[config.mk]
export PLATFORM = sky130hd
export DESIGN_NAME = router_weight_mc
export DESIGN_NICKNAME = d
export VERILOG_FILES = /design/src/rtl/router_pkg.sv /design/src/rtl/router_rd_track.sv /design/src/rtl/router_weight_mc.sv
export SDC_FILE = /design/constraint.sdc
export NUM_CORES = 1
export LEC_CHECK = 0
export ABC_AREA = 1
export BUFFER_PORTS_ARGS = -buffer_cell sky130_fd_sc_hd__buf_2
export CORE_MARGIN = 1.5
export CORE_UTILIZATION = 60
export CTS_BUF_LIST = sky130_fd_sc_hd__clkbuf_2
export DETAILED_ROUTE_END_ITERATION = 8
export PLACE_DENSITY = 0.92
export SKIP_LAST_GASP = 1
export SLEW_MARGIN = 5
export SYNTH_ARGS = -nofsm -noshare
export SYNTH_HDL_FRONTEND = slang
export SYNTH_SLANG_ARGS = --single-unit
[constraint.sdc]
create_clock -name clk -period 6.6 [get_ports clk]
set_input_delay 0.33 -clock clk [delete_from_list [all_inputs] [get_ports clk]]
set_output_delay 0.33 -clock clk [all_outputs]
set_load 0.005 [all_outputs]
[src/rtl/router_pkg.sv]
// Shared state encoding and sizing helpers for the multi-PE weight router.
// Used by router_weight_mc and router_rd_track.
package router_pkg;

   localparam logic [1:0] ST_IDLE  = 2'd0;
   localparam logic [1:0] ST_REQ   = 2'd1;
   localparam logic [1:0] ST_DRAIN = 2'd2;
   localparam logic [1:0] ST_DONE  = 2'd3;

   typedef enum logic [1:0] {
      IDLE  = ST_IDLE,
      REQ   = ST_REQ,
      DRAIN = ST_DRAIN,
      DONE  = ST_DONE
   } state_e;

   function automatic int unsigned kk_of(input int unsigned ks);
      return ks * ks;
   endfunction

   function automatic int unsigned popcount(input logic [31:0] v);
      int unsigned c;
      c = 0;
      for (int i = 0; i < 32; i++) c += {31'd0, v[i]};
      return c;
   endfunction

endpackage

[src/rtl/router_rd_track.sv]
// One-deep tracker: carries the destination strobe and spad address of a
// granted GLB read so they line up with the data returned a cycle later.
module router_rd_track
   import router_pkg::*;
#(
   parameter int NUM_PE = 3,
   parameter int AW     = 9
) (
   input  logic              clk,
   input  logic              reset_n,
   input  logic              fire_i,
   input  logic [NUM_PE-1:0] en_i,
   input  logic [AW-1:0]     addr_i,
   output logic              vld_o,
   output logic [NUM_PE-1:0] en_o,
   output logic [AW-1:0]     addr_o
);

   logic              vld_q;
   logic [NUM_PE-1:0] en_q;
   logic [AW-1:0]     addr_q;

   always_ff @(posedge clk) begin
      if (!reset_n) begin
         vld_q  <= 1'b0;
         en_q   <= '0;
         addr_q <= '0;
      end else begin
         vld_q <= fire_i;
         if (fire_i) begin
            en_q   <= en_i;
            addr_q <= addr_i;
         end
      end
   end

   assign vld_o  = vld_q;
   assign en_o   = en_q;
   assign addr_o = addr_q;

endmodule

[src/rtl/router_weight_mc.sv]
// Multi-PE weight router: streams GLB weight blocks into PE scratchpads.
// Optional ROUTER_WEIGHT_MC_STALL_CNT_EN adds a 16-bit grant-stall counter.
module router_weight_mc
   import router_pkg::*;
#(
   parameter int DATA_BITWIDTH     = 16,
   parameter int ADDR_BITWIDTH_GLB = 10,
   parameter int ADDR_BITWIDTH_SPAD = 9,
   parameter int NUM_PE            = 3,
   parameter int KERNEL_SIZE       = 3,
   parameter int MAX_FILT          = 4,
   localparam int CNT_W            = $clog2(MAX_FILT + 1)
) (
   input  logic                          clk,
   input  logic                          reset_n,
   input  logic                          start,
   input  logic [ADDR_BITWIDTH_GLB-1:0]  base_addr,
   input  logic [CNT_W-1:0]              num_filt,
   input  logic [NUM_PE-1:0]             pe_mask,
   input  logic                          bcast,
   output logic                          busy,
   output logic                          done,
   output logic                          read_req_glb_wght,
   output logic [ADDR_BITWIDTH_GLB-1:0]  r_addr_glb_wght,
   input  logic                          glb_gnt,
   input  logic [DATA_BITWIDTH-1:0]      r_data_glb_wght,
   output logic [DATA_BITWIDTH-1:0]      w_data_spad,
   output logic [ADDR_BITWIDTH_SPAD-1:0] w_addr_spad,
`ifdef ROUTER_WEIGHT_MC_STALL_CNT_EN
   output logic [15:0]                   stall_cycles,
`endif
   output logic [NUM_PE-1:0]             load_en_spad
);

   localparam int KK   = kk_of(KERNEL_SIZE);
   localparam int TMAX = MAX_FILT * KK * NUM_PE;
   localparam int TW   = $clog2(TMAX + 1);
   localparam int SW   = ADDR_BITWIDTH_SPAD;
   localparam int PW   = (NUM_PE > 1) ? $clog2(NUM_PE) : 1;

   state_e                        state_q;
   logic                          busy_q, done_q, req_q;
   logic [ADDR_BITWIDTH_GLB-1:0]  r_addr_q;
   logic [NUM_PE-1:0]             mask_q;
   logic                          bcast_q;
   logic [SW-1:0]                 n_q, wcnt_q;
   logic [TW-1:0]                 tot_q, rd_cnt_q;
   logic [PW-1:0]                 pe_q;
   logic [NUM_PE-1:0]             load_q;
   logic [DATA_BITWIDTH-1:0]      wdata_q;
   logic [SW-1:0]                 waddr_q;

   logic [SW-1:0]                 n_d;
   logic [TW-1:0]                 tot_d;
   logic [PW-1:0]                 first_pe_d, next_pe_d;
   logic [NUM_PE-1:0]             dst;
   logic                          fire;
   logic                          trk_vld;
   logic [NUM_PE-1:0]             trk_en;
   logic [SW-1:0]                 trk_addr;

   always_comb begin
      int unsigned nf;
      nf = 32'(num_filt);
      if (nf > unsigned'(MAX_FILT)) nf = unsigned'(MAX_FILT);
      n_d   = SW'(nf * KK);
      tot_d = bcast ? TW'(nf * KK)
                    : TW'(nf * KK * popcount(32'(pe_mask)));
   end

   // lowest enabled PE at start, and lowest enabled PE above the current one
   always_comb begin
      first_pe_d = '0;
      next_pe_d  = pe_q;
      for (int i = NUM_PE - 1; i >= 0; i--) begin
         if (pe_mask[i]) first_pe_d = PW'(i);
         if (mask_q[i] && PW'(i) > pe_q) next_pe_d = PW'(i);
      end
   end

   assign fire = req_q && glb_gnt;
   assign dst  = bcast_q ? mask_q : (NUM_PE'(1) << pe_q);

   always_ff @(posedge clk) begin
      if (!reset_n) begin
         state_q  <= IDLE;
         busy_q   <= 1'b0;
         done_q   <= 1'b0;
         req_q    <= 1'b0;
         r_addr_q <= '0;
         mask_q   <= '0;
         bcast_q  <= 1'b0;
         n_q      <= '0;
         tot_q    <= '0;
         rd_cnt_q <= '0;
         wcnt_q   <= '0;
         pe_q     <= '0;
      end else begin
         unique case (state_q)
            IDLE: begin
               if (start) begin
                  mask_q   <= pe_mask;
                  bcast_q  <= bcast;
                  n_q      <= n_d;
                  tot_q    <= tot_d;
                  busy_q   <= 1'b1;
                  r_addr_q <= base_addr;
                  rd_cnt_q <= '0;
                  wcnt_q   <= '0;
                  pe_q     <= first_pe_d;
                  if (n_d == '0 || pe_mask == '0) begin
                     state_q <= DONE;
                     done_q  <= 1'b1;
                  end else begin
                     state_q <= REQ;
                     req_q   <= 1'b1;
                  end
               end
            end
            REQ: begin
               if (fire) begin
                  r_addr_q <= r_addr_q + 1'b1;
                  rd_cnt_q <= rd_cnt_q + 1'b1;
                  if (wcnt_q == n_q - 1'b1) begin
                     wcnt_q <= '0;
                     pe_q   <= next_pe_d;
                  end else begin
                     wcnt_q <= wcnt_q + 1'b1;
                  end
                  if (rd_cnt_q == tot_q - 1'b1) begin
                     req_q   <= 1'b0;
                     state_q <= DRAIN;
                  end
               end
            end
            DRAIN: begin
               if (!trk_vld) begin
                  state_q <= DONE;
                  done_q  <= 1'b1;
               end
            end
            DONE: begin
               done_q  <= 1'b0;
               busy_q  <= 1'b0;
               state_q <= IDLE;
            end
         endcase
      end
   end

   router_rd_track #(
      .NUM_PE (NUM_PE),
      .AW     (SW)
   ) u_trk (
      .clk     (clk),
      .reset_n (reset_n),
      .fire_i  (fire),
      .en_i    (dst),
      .addr_i  (wcnt_q),
      .vld_o   (trk_vld),
      .en_o    (trk_en),
      .addr_o  (trk_addr)
   );

   always_ff @(posedge clk) begin
      if (!reset_n) begin
         load_q  <= '0;
         wdata_q <= '0;
         waddr_q <= '0;
      end else begin
         load_q <= trk_vld ? trk_en : '0;
         if (trk_vld) begin
            wdata_q <= r_data_glb_wght;
            waddr_q <= trk_addr;
         end
      end
   end

`ifdef ROUTER_WEIGHT_MC_STALL_CNT_EN
   logic [15:0] stall_q;

   always_ff @(posedge clk) begin
      if (!reset_n)
         stall_q <= '0;
      else if (state_q == IDLE && start)
         stall_q <= '0;
      else if (state_q == REQ && req_q && !glb_gnt && stall_q != 16'hFFFF)
         stall_q <= stall_q + 16'd1;
   end

   assign stall_cycles = stall_q;
`endif

   assign busy              = busy_q;
   assign done              = done_q;
   assign read_req_glb_wght = req_q;
   assign r_addr_glb_wght   = r_addr_q;
   assign load_en_spad      = load_q;
   assign w_data_spad       = wdata_q;
   assign w_addr_spad       = waddr_q;

endmodule

# Word-level counts from Yosys, hierarchy flattened
# Index checks and enable logic that the tools add are counted.
# classes
shift,1
n_addsub,7
order_cmp,4
n_eq_ne,13
n_mux,40
n_bitwise,0
mul,2
n_reduce_logical,19
div,0
# ops
op,n
32-bit by 3-bit multiplier with 7-bit output,1
32-bit by 4-bit multiplier with 32-bit output (second input constant),1
2-bit two-way mux,14
9-bit two-way mux,3
7-bit two-way mux,3
10-bit two-way mux,2
10-bit one-hot mux with 2 select lines,1
9-bit one-hot mux with 2 select lines,1
7-bit one-hot mux with 2 select lines,1
2-bit != test (second input constant),6
10-bit by 1-bit adder with 10-bit output (second input constant),1
5-bit AND reduction,2
9-bit by 1-bit adder with 9-bit output (second input constant),1
9-bit == test,1
9-bit zero test,1
9-bit by 1-bit subtractor with 9-bit output (second input constant),1
1-bit two-way mux,8
2-bit one-hot mux with 4 select lines,1
4-bit AND reduction,2
7-bit by 1-bit adder with 7-bit output (second input constant),1
7-bit == test,1
7-bit by 1-bit subtractor with 7-bit output (second input constant),1
3-bit two-way mux,2
2-bit AND reduction,3
other kinds (20),27
# word_totals
mem_count,0
ram_bits,0
romBits,0
output_inout_bits,41
input_bits,37
register_bits,94
latch_bits,0
elab_cells,104

# Depth between registers and ports, before layout
# Gate-level depths: netlist (run 1).
# depth
depth_word,8
ltp_mapped,17
ltp_nobuf,17

# Hierarchy
# From an unflattened synthesis (run 1), not the netlist that was laid out.
# unflattened
cells_unflattened,655
hier_area_um2,4479.3
# by_module_without_submodules
mod,area_per_inst_um2,seq_area_each_um2,n_inst,cells_per_inst
router_weight_mc,3941.3,1501.4,1,576
router_rd_track,538.0,260.2,1,79

# Least setup slack after synthesis (run 1)
# Ideal clock, no wire load.
# synth_path
path_type,input-to-reg
start,input pe_mask[0]
end,register tot_q[6]
slack_ps,4202
setup_ps,132
path_buffers,0
t_required_ps,6468
cell_stages,13
arrival_time_ps,2266
cell_sequence,fa_1 > nand2_1 > inv_1 > ha_1 > ha_1 > inv_1 > fa_1 > inv_1 > a21oi_1 > o21a_1 > xor2_1 > nand2_1 > a21oi_1
# synth_via
elab_chain_cells,4
# synth_rtl
item,line_no,source
from (decl),router_weight_mc.sv:19,"input logic [NUM_PE-1:0] pe_mask,"
1-bit by 1-bit adder with 2-bit output,router_pkg.sv:24,"for (int i = 0; i < 32; i++) c += {31'd0, v[i]};"
2-bit by 1-bit adder with 3-bit output,router_pkg.sv:24,
32-bit by 3-bit multiplier with 7-bit output,router_weight_mc.sv:68,: TW'(nf * KK * popcount(32'(pe_mask)));
7-bit two-way mux,router_weight_mc.sv:67,tot_d = bcast ? TW'(nf * KK)
to (signal assigned),router_weight_mc.sv:105,tot_q <= tot_d;
to (decl),router_weight_mc.sv:47,"logic [TW-1:0] tot_q, rd_cnt_q;"
# No other way between the ends.
# A chain may end at the register's enable or synchronous reset.

# Final worst setup path (run 1)
# layout_path
start,register state_q[1]
end,register wcnt_q[8]
# layout_via
elab_chain_cells,3
word_cells_on_any_way,7
cone_classes,3 x eq/ne; 1 x mux; 3 x reduce/logical
# layout_rtl
item,line_no,source
from (decl),router_weight_mc.sv:41,state_e state_q;
from (signal assigned),router_weight_mc.sv:86,state_q <= IDLE;
from (signal assigned),router_weight_mc.sv:112,state_q <= DONE;
from (signal assigned),router_weight_mc.sv:115,state_q <= REQ;
2-bit by 1-bit == test with 1-bit output / 2-bit zero test (equally long branches),router_weight_mc.sv:99,unique case (state_q)
2-bit by 1-bit != test with 1-bit output (no source line) (tied with other cells),-,
3-bit AND reduction (no source line),-,
to (signal assigned),router_weight_mc.sv:128,wcnt_q <= wcnt_q + 1'b1;
to (decl),router_weight_mc.sv:46,"logic [SW-1:0] n_q, wcnt_q;"
# Parallel ways exist; a longest one is shown, timed or not.

==> results.py, run 1 <==
metrics = {
    "sta": {
        "max_slew_margin_pct": 39.57,
        "max_freq_mhz": 339.6,
        "final.period_utilization_pct": 44.62,
        "hold_viol": 0,
        "finalMaxSlewViolations": 0,
        "setup_viol": 0,
        "period_minus_slack_ns": 2.945,
        "clock_skew_ns": 0.03059,
        "rsz0062_at_grt": "false",
        "tightest_slew_ns": 0.9052,
        "setup_tns_ns": 0,
    },
    "logic_synthesis": {
        "yosysUniqueCellTypes": 40,
        "ys_ff_latch": 88,
        "synth_area_per_cell_um2": 7.142,
        "synthArstFlopShare_pct": 0,
        "syn_nets": 668,
        "yosys.area.top_type": "dfxtp_1",
        "synth_area_leaders": "dfxtp_1 (40%), nor2_1 (9.8%), nand2_1 (9.0%), o21ai_0 (6.7%), inv_1 (5.7%)",
        "seq_area_frac_synth_pct": 40.24,
        "syn_area_um2": 4378,
        "synthFlopType": "dfxtp_1",
        "syn-instance-count": 613,
        "yosys_warnings": 0,
        "synth_edf_count": 0,
        "synth_top_area_share_pct": 40.24,
    },
    "worst_setup_path": {
        "cp.arrival_ns": 3.45,
        "worstSetupStartpoint": "state_q[1]",
        "endpoint": "wcnt_q[8]",
        "endpoint_kind": "flip-flop",
        "rr_endpoint": "wcnt_q[8]",
        "reg2reg_from": "state_q[1]",
        "rrSetupSlack_ns": 3.65,
        "reg2reg_depth": 12,
        "cp-start-kind": "flip-flop",
        "critPathKind": "reg -> reg",
        "crit_fanout": 22,
        "critPathRequiredTime_ns": 7.10,
    },
    "floorplanning": {
        "initial_core_util_pct": 63.39,
        "rows": 30,
        "dieArea_um2": 7818,
        "core_region_area_um2": 6907,
        "pin_count": 78,
        "die_h_um": 88.42,
        "die_x_um": 88.42,
    },
    "global_routing": {
        "grt_max_degree": 51,
        "gr-usage-all-layers_pct": 29.04,
        "antenna_found_initial": 0,
        "grt_pass1_wl_mm": 17.85,
        "grt_overflow": 0,
        "grt_pass1_vias": 4017,
    },
    "power": {
        "vdd_ir_drop_max_uv": 226.1,
        "power.density_nw_per_um2": 333.6,
        "p_leak_nw": 2.407,
    },
    "cts": {
        "cts_setup_buffers": 0,
        "clk_pin_slew_ns": 0.28,
        "cts_made_buffers": 9,
        "cts.sink_count": 88,
        "cts_tree": "yes",
        "htree_levels": 3,
        "clk_latency_ns": 0.55,
        "cts-root-buf": "clkbuf_2",
        "ctsHoldBuffers": 19,
        "cts.repair.resized": 0,
        "cts_max_path_buffers": 2,
    },
    "finish": {
        "nets": 752,
        "drive_gt1_share_pct": 15.67,
        "synthToLayoutAreaGrowth_pct": 16.52,
        "diodes": 0,
        "fin_cells": 798,
    },
    "routing": {
        "drt_pass1_iterations": 5,
        "antenna_left": 0,
        "vias": 4375,
        "drc": 0,
        "drt-wirelength-per-cell_um": 13.40,
        "drt_first_iter_violations": 334,
        "wirelength_mm": 10.69,
        "vias_per_cell": 5.482,
    },
    "hold_path": {
        "hold_class": "in -> reg",
        "whs_path_depth": 3,
    },
    "placed_design": {
        "place.gp.congestion": 0.8632,
        "dpl.hpwl_mm": 7.417,
        "dp.cells": 763,
        "io_buffers": 77,
    },
    "run_status": {
        "outcome": "complete, no violations",
    },
    "job": {
        "cap_viol_max_count": 0,
    },
}
## sequential cells by signal (all words and copies together) (netlist names), 2 cells and up
name,cells
mask_q,3
r_addr_glb_wght,10
tot_q,7
pe_q,2
n_q,3
rd_cnt_q,7
state_q,2
u_trk.addr_o,9
wcnt_q,9
w_addr_spad,9
w_data_spad,16
u_trk.en_o,3
load_en_spad,3
## cell usage in the layout (no fill, tap or decap), types with 2 or more instances in the layout
cell type      count
nor2_1           114
nand2_1          105
dfxtp_1           88
buf_2             77
inv_1             66
o21ai_0           59
a21oi_1           41
nand3_1           21
dlygate4sd3_1     19
ha_1              16
xor2_1            13
clkbuf_2           9
a221oi_1           8
xnor2_1            8
a211oi_1           5
nand4_1            5
or2_2              4
nor3_2             4
nor3_1             4
a31oi_1            4
inv_8              3
nand2_4            2
inv_2              2
and3_1             2
o211ai_1           2
nor3b_1            2
fa_1               2
## worst min path at each step
stage | start | endpoint | slack [ns]
6_report | r_data_glb_wght[1] | w_data_spad[1] | 0.01
5_1_grt | r_data_glb_wght[1] | w_data_spad[1] | 0.003
4_1_cts | r_data_glb_wght[1] | w_data_spad[1] | 0.009
3_5_place_dp | u_trk.en_o[2] | load_en_spad[2] | 0.44
3_3_place_gp | done | done | 0.44
2_1_floorplan | u_trk.en_o[0] | load_en_spad[0] | 0.42
## cells by family after synthesis
family | count (synthesis) | synth area share [%]
adders and majority gates | 18 | 5.487
buffers and inverters | 92 | 8.031
xor gates and xnor gates | 21 | 4.201
AOI/OAI and AO/OA | 127 | 16.29
DFF | 88 | 40.24
and+or+nand+nor | 267 | 25.75
## Yosys cell counts, drive strengths merged, types with 2 or more instances
master and number:
nand2 108, a21oi 41, ha 16, nand3 22, buf 5, nand4 5
a31oi 4, or2 5, nor3 8, o211ai 2, nor3b 2, xor2 13
fa 2, a211oi 5, xnor2 8, dfxtp 88, inv 68, o21ai 60
a221oi 8, clkbuf 18, and3 2, nor2 115
## per-layer routing
metal,track usage (%),share of wire (%),routed length [um]
met1,35.86,44,4691
met2,49.69,48,5113
met3,5.690,5.8,617
met4,12.07,2.5,270
met5,0,0,0
## area by class of cell
cell class	count	area, um^2
fillers	537	1805
clock buffers	9	45.04
inverters	69	259.0
well taps	96	120.1
flip-flops and latches	88	1762
clock inverters	7	75.07
multi-input cells	433	2265
repair buffers	96	575.6
## power by group
| group | internal, mW | leakage (nW) | switching [mW] |
|---|---|---|---|
| Clock | 0.0638 | 0.0712 | 0.215 |
| Combinational | 0.253 | 1.62 | 0.424 |
| Sequential | 0.644 | 0.717 | 0.102 |
## through the flow
stage          instance area (um^2)  power [mW]  hold slack [ns]  utilization (%)  setup slack, ns
3_5_place_dp                   4791       1.406           0.4407            69.37            3.740
6_report                       5101       1.702          0.01363            73.86            3.655
3_3_place_gp                   4791       1.366           0.4372            69.37            3.887
4_1_cts                        5101       1.690         0.008824            73.86            3.712
5_1_grt                        5101       1.831         0.003474            73.86            3.260
2_1_floorplan                  4378       1.228           0.4157                -            4.202
## worst max-delay path, cell delays in order (launching register included)
cell	delay, ns
dfxtp_1	0.40
inv_1	0.08
ha_1	0.62
inv_1	0.43
o21ai_2	0.29
nand2_4	0.19
inv_2	0.31
nand2_1	0.08
nor2_1	0.13
nand2_1	0.08
nand2_1	0.07
inv_1	0.04
nor3_2	0.16
(Power assumes the default switching activity.)
==> run 2: changes to the inputs <==
Settings changed: CORE_UTILIZATION 60 to 58, PLACE_DENSITY 0.92 to 0.89.
Clock period 6.6 ns to 2.8 ns, I/O delays scaled along.
==> results.py, run 2 (synthesized netlist as in run 1, its figures left out) <==
metrics = {
    "sta": {
        "tightest_slew_ns": 0.6501,
        "setup_tns_ns": 0,
        "setup_viol": 0,
        "final.period_utilization_pct": 89.96,
        "max_slew_margin_pct": 56.20,
        "clock_skew_ns": 0.03329,
        "max_freq_mhz": 397.0,
        "hold_ws_ns": 0.3036,
        "finalMaxSlewViolations": 0,
        "period_minus_slack_ns": 2.519,
        "hold_viol": 0,
        "rsz0062_at_grt": "false",
    },
    "hold_path": {
        "hold_class": "in -> reg",
    },
    "finish": {
        "largest_reg_flops": 16,
        "fin_cells": 828,
        "drive_gt1_share_pct": 15.93,
        "final_cell_area_um2": 5365,
        "synthToLayoutAreaGrowth_pct": 22.55,
        "layout_common_cells": "nor2_1 (114), nand2_1 (105), dfxtp_1 (88)",
        "n_fill_cell": 536,
        "final_common_cell": "nor2_1",
        "nets": 778,
    },
    "job": {
        "cap_viol_max_count": 0,
    },
    "worst_setup_path": {
        "rr_endpoint": "wcnt_q[8]",
        "reg2reg_from": "state_q[0]",
        "cp.arrival_ns": 3.04,
        "reg2reg_depth": 11,
        "endpoint": "tot_q[6]",
        "rrSetupSlack_ns": 0.51,
        "critPathKind": "in -> reg",
        "crit_fanout": 4,
        "cp-start-kind": "input port",
        "critPathRequiredTime_ns": 3.33,
        "endpoint_kind": "flip-flop",
        "worstSetupStartpoint": "pe_mask[0]",
    },
    "routing": {
        "vias_per_cell": 5.378,
        "drt-wirelength-per-cell_um": 13.72,
        "drt_pass1_iterations": 5,
        "wirelength_mm": 11.36,
        "drc": 0,
        "antenna_left": 0,
        "vias": 4453,
        "drt_first_iter_violations": 254,
    },
    "cts": {
        "clk_latency_ns": 0.57,
        "htree_levels": 3,
        "cts_max_path_buffers": 2,
        "clk_pin_slew_ns": 0.26,
        "cts.sink_count": 88,
        "cts_made_buffers": 9,
        "cts-root-buf": "clkbuf_2",
        "cts_tree": "yes",
        "cts_setup_buffers": 0,
    },
    "run_status": {
        "outcome": "complete, no violations",
    },
    "floorplanning": {
        "core_region_area_um2": 7292,
        "pin_count": 78,
        "die_h_um": 89.88,
        "die_x_um": 89.88,
        "initial_core_util_pct": 60.04,
        "dieArea_um2": 8078,
        "rows": 31,
    },
    "placed_design": {
        "place_area_um2": 4840,
        "dpl.hpwl_mm": 7.229,
        "place.gp.congestion": 0.8726,
        "io_buffers": 77,
        "dp.cells": 772,
    },
    "power": {
        "vdd_ir_drop_max_uv": 536.2,
        "p_leak_nw": 2.514,
        "p_total_mw": 4.139,
        "power.density_nw_per_um2": 771.5,
    },
    "global_routing": {
        "grt_pass1_vias": 4346,
        "grt_overflow": 0,
        "gr-usage-all-layers_pct": 29.01,
        "grt_max_degree": 50,
        "antenna_found_initial": 1,
        "grt_pass1_wl_mm": 19.20,
    },
}
==> run 2: cell types whose count changed in the layout (fill, tap and decap cells not counted), sizes merged <==
cell / previous run / this run
bufinv: 0 / 1
inv: 72 / 71
buf: 77 / 83
dlygate4sd3: 19 / 39
clkinv: 3 / 2
clkinvlp: 1 / 2
diode: 0 / 1
==> run 2: report_power, final <==
group	switching, mW	total [mW]	internal, mW
Sequential	0.232	1.75	1.52
Clock	0.476	0.699	0.223
Combinational	1.05	1.69	0.641
==> run 2: per-layer routing <==
metal	routed length, um	GRT usage (%)
met5	0	0
met4	315	12.43
met3	793	7.445
met2	5623	50.57
met1	4629	33.64
==> run 2: how the worst min path moves through the flow <==
stage / startpoint / to / slack (ns) / depth (start not counted)
2_1_floorplan: r_data_glb_wght[0] / w_data_spad[0] / 0.27 / 2
3_3_place_gp: r_data_glb_wght[7] / w_data_spad[7] / 0.36 / 3
3_5_place_dp: r_data_glb_wght[12] / w_data_spad[12] / 0.37 / 3
4_1_cts: r_data_glb_wght[8] / w_data_spad[8] / 0.26 / 4
5_1_grt: r_data_glb_wght[3] / w_data_spad[3] / 0.26 / 4
6_report: r_data_glb_wght[8] / w_data_spad[8] / 0.30 / 4
==> run 2: what timing repair did <==
action,CTS,global route
hold buffers,39,0
endpoints found under the hold margin,48,0
resized for setup,0,0
==> run 2: area by class of cell <==
type | instances | area [um^2] | share of cell area [%]
flip-flops and latches | 88 | 1762 | 32.84
repair buffers | 122 | 820.8 | 15.30
inverters | 69 | 259.0 | 4.827
multi-input cells | 433 | 2265 | 42.21
clock inverters | 7 | 87.58 | 1.632
well taps | 99 | 123.9 | 2.309
clock buffers | 9 | 45.04 | 0.8396
diodes | 1 | 2.502 | 0.04664
==> run 2: per-stage QoR <==
stage	setup WS, ns	utilization, %
3_3_place_gp	0.4061	66.37
3_5_place_dp	0.2742	66.37
5_1_grt	0.1479	73.58
2_1_floorplan	0.5917	-
4_1_cts	0.3593	73.54
6_report	0.2812	73.58
==> run 2: worst max-delay path, cell delays in order <==
cell and delay (ns):
dlygate4sd3_1 0.54, buf_2 0.15, fa_1 0.58, inv_1 0.07, nor2_1 0.13, ha_1 0.18
ha_1 0.17, inv_1 0.07, fa_1 0.35, inv_1 0.09, a21oi_1 0.07, o21a_1 0.17
xor2_1 0.13, nand2_1 0.06, a21oi_1 0.12
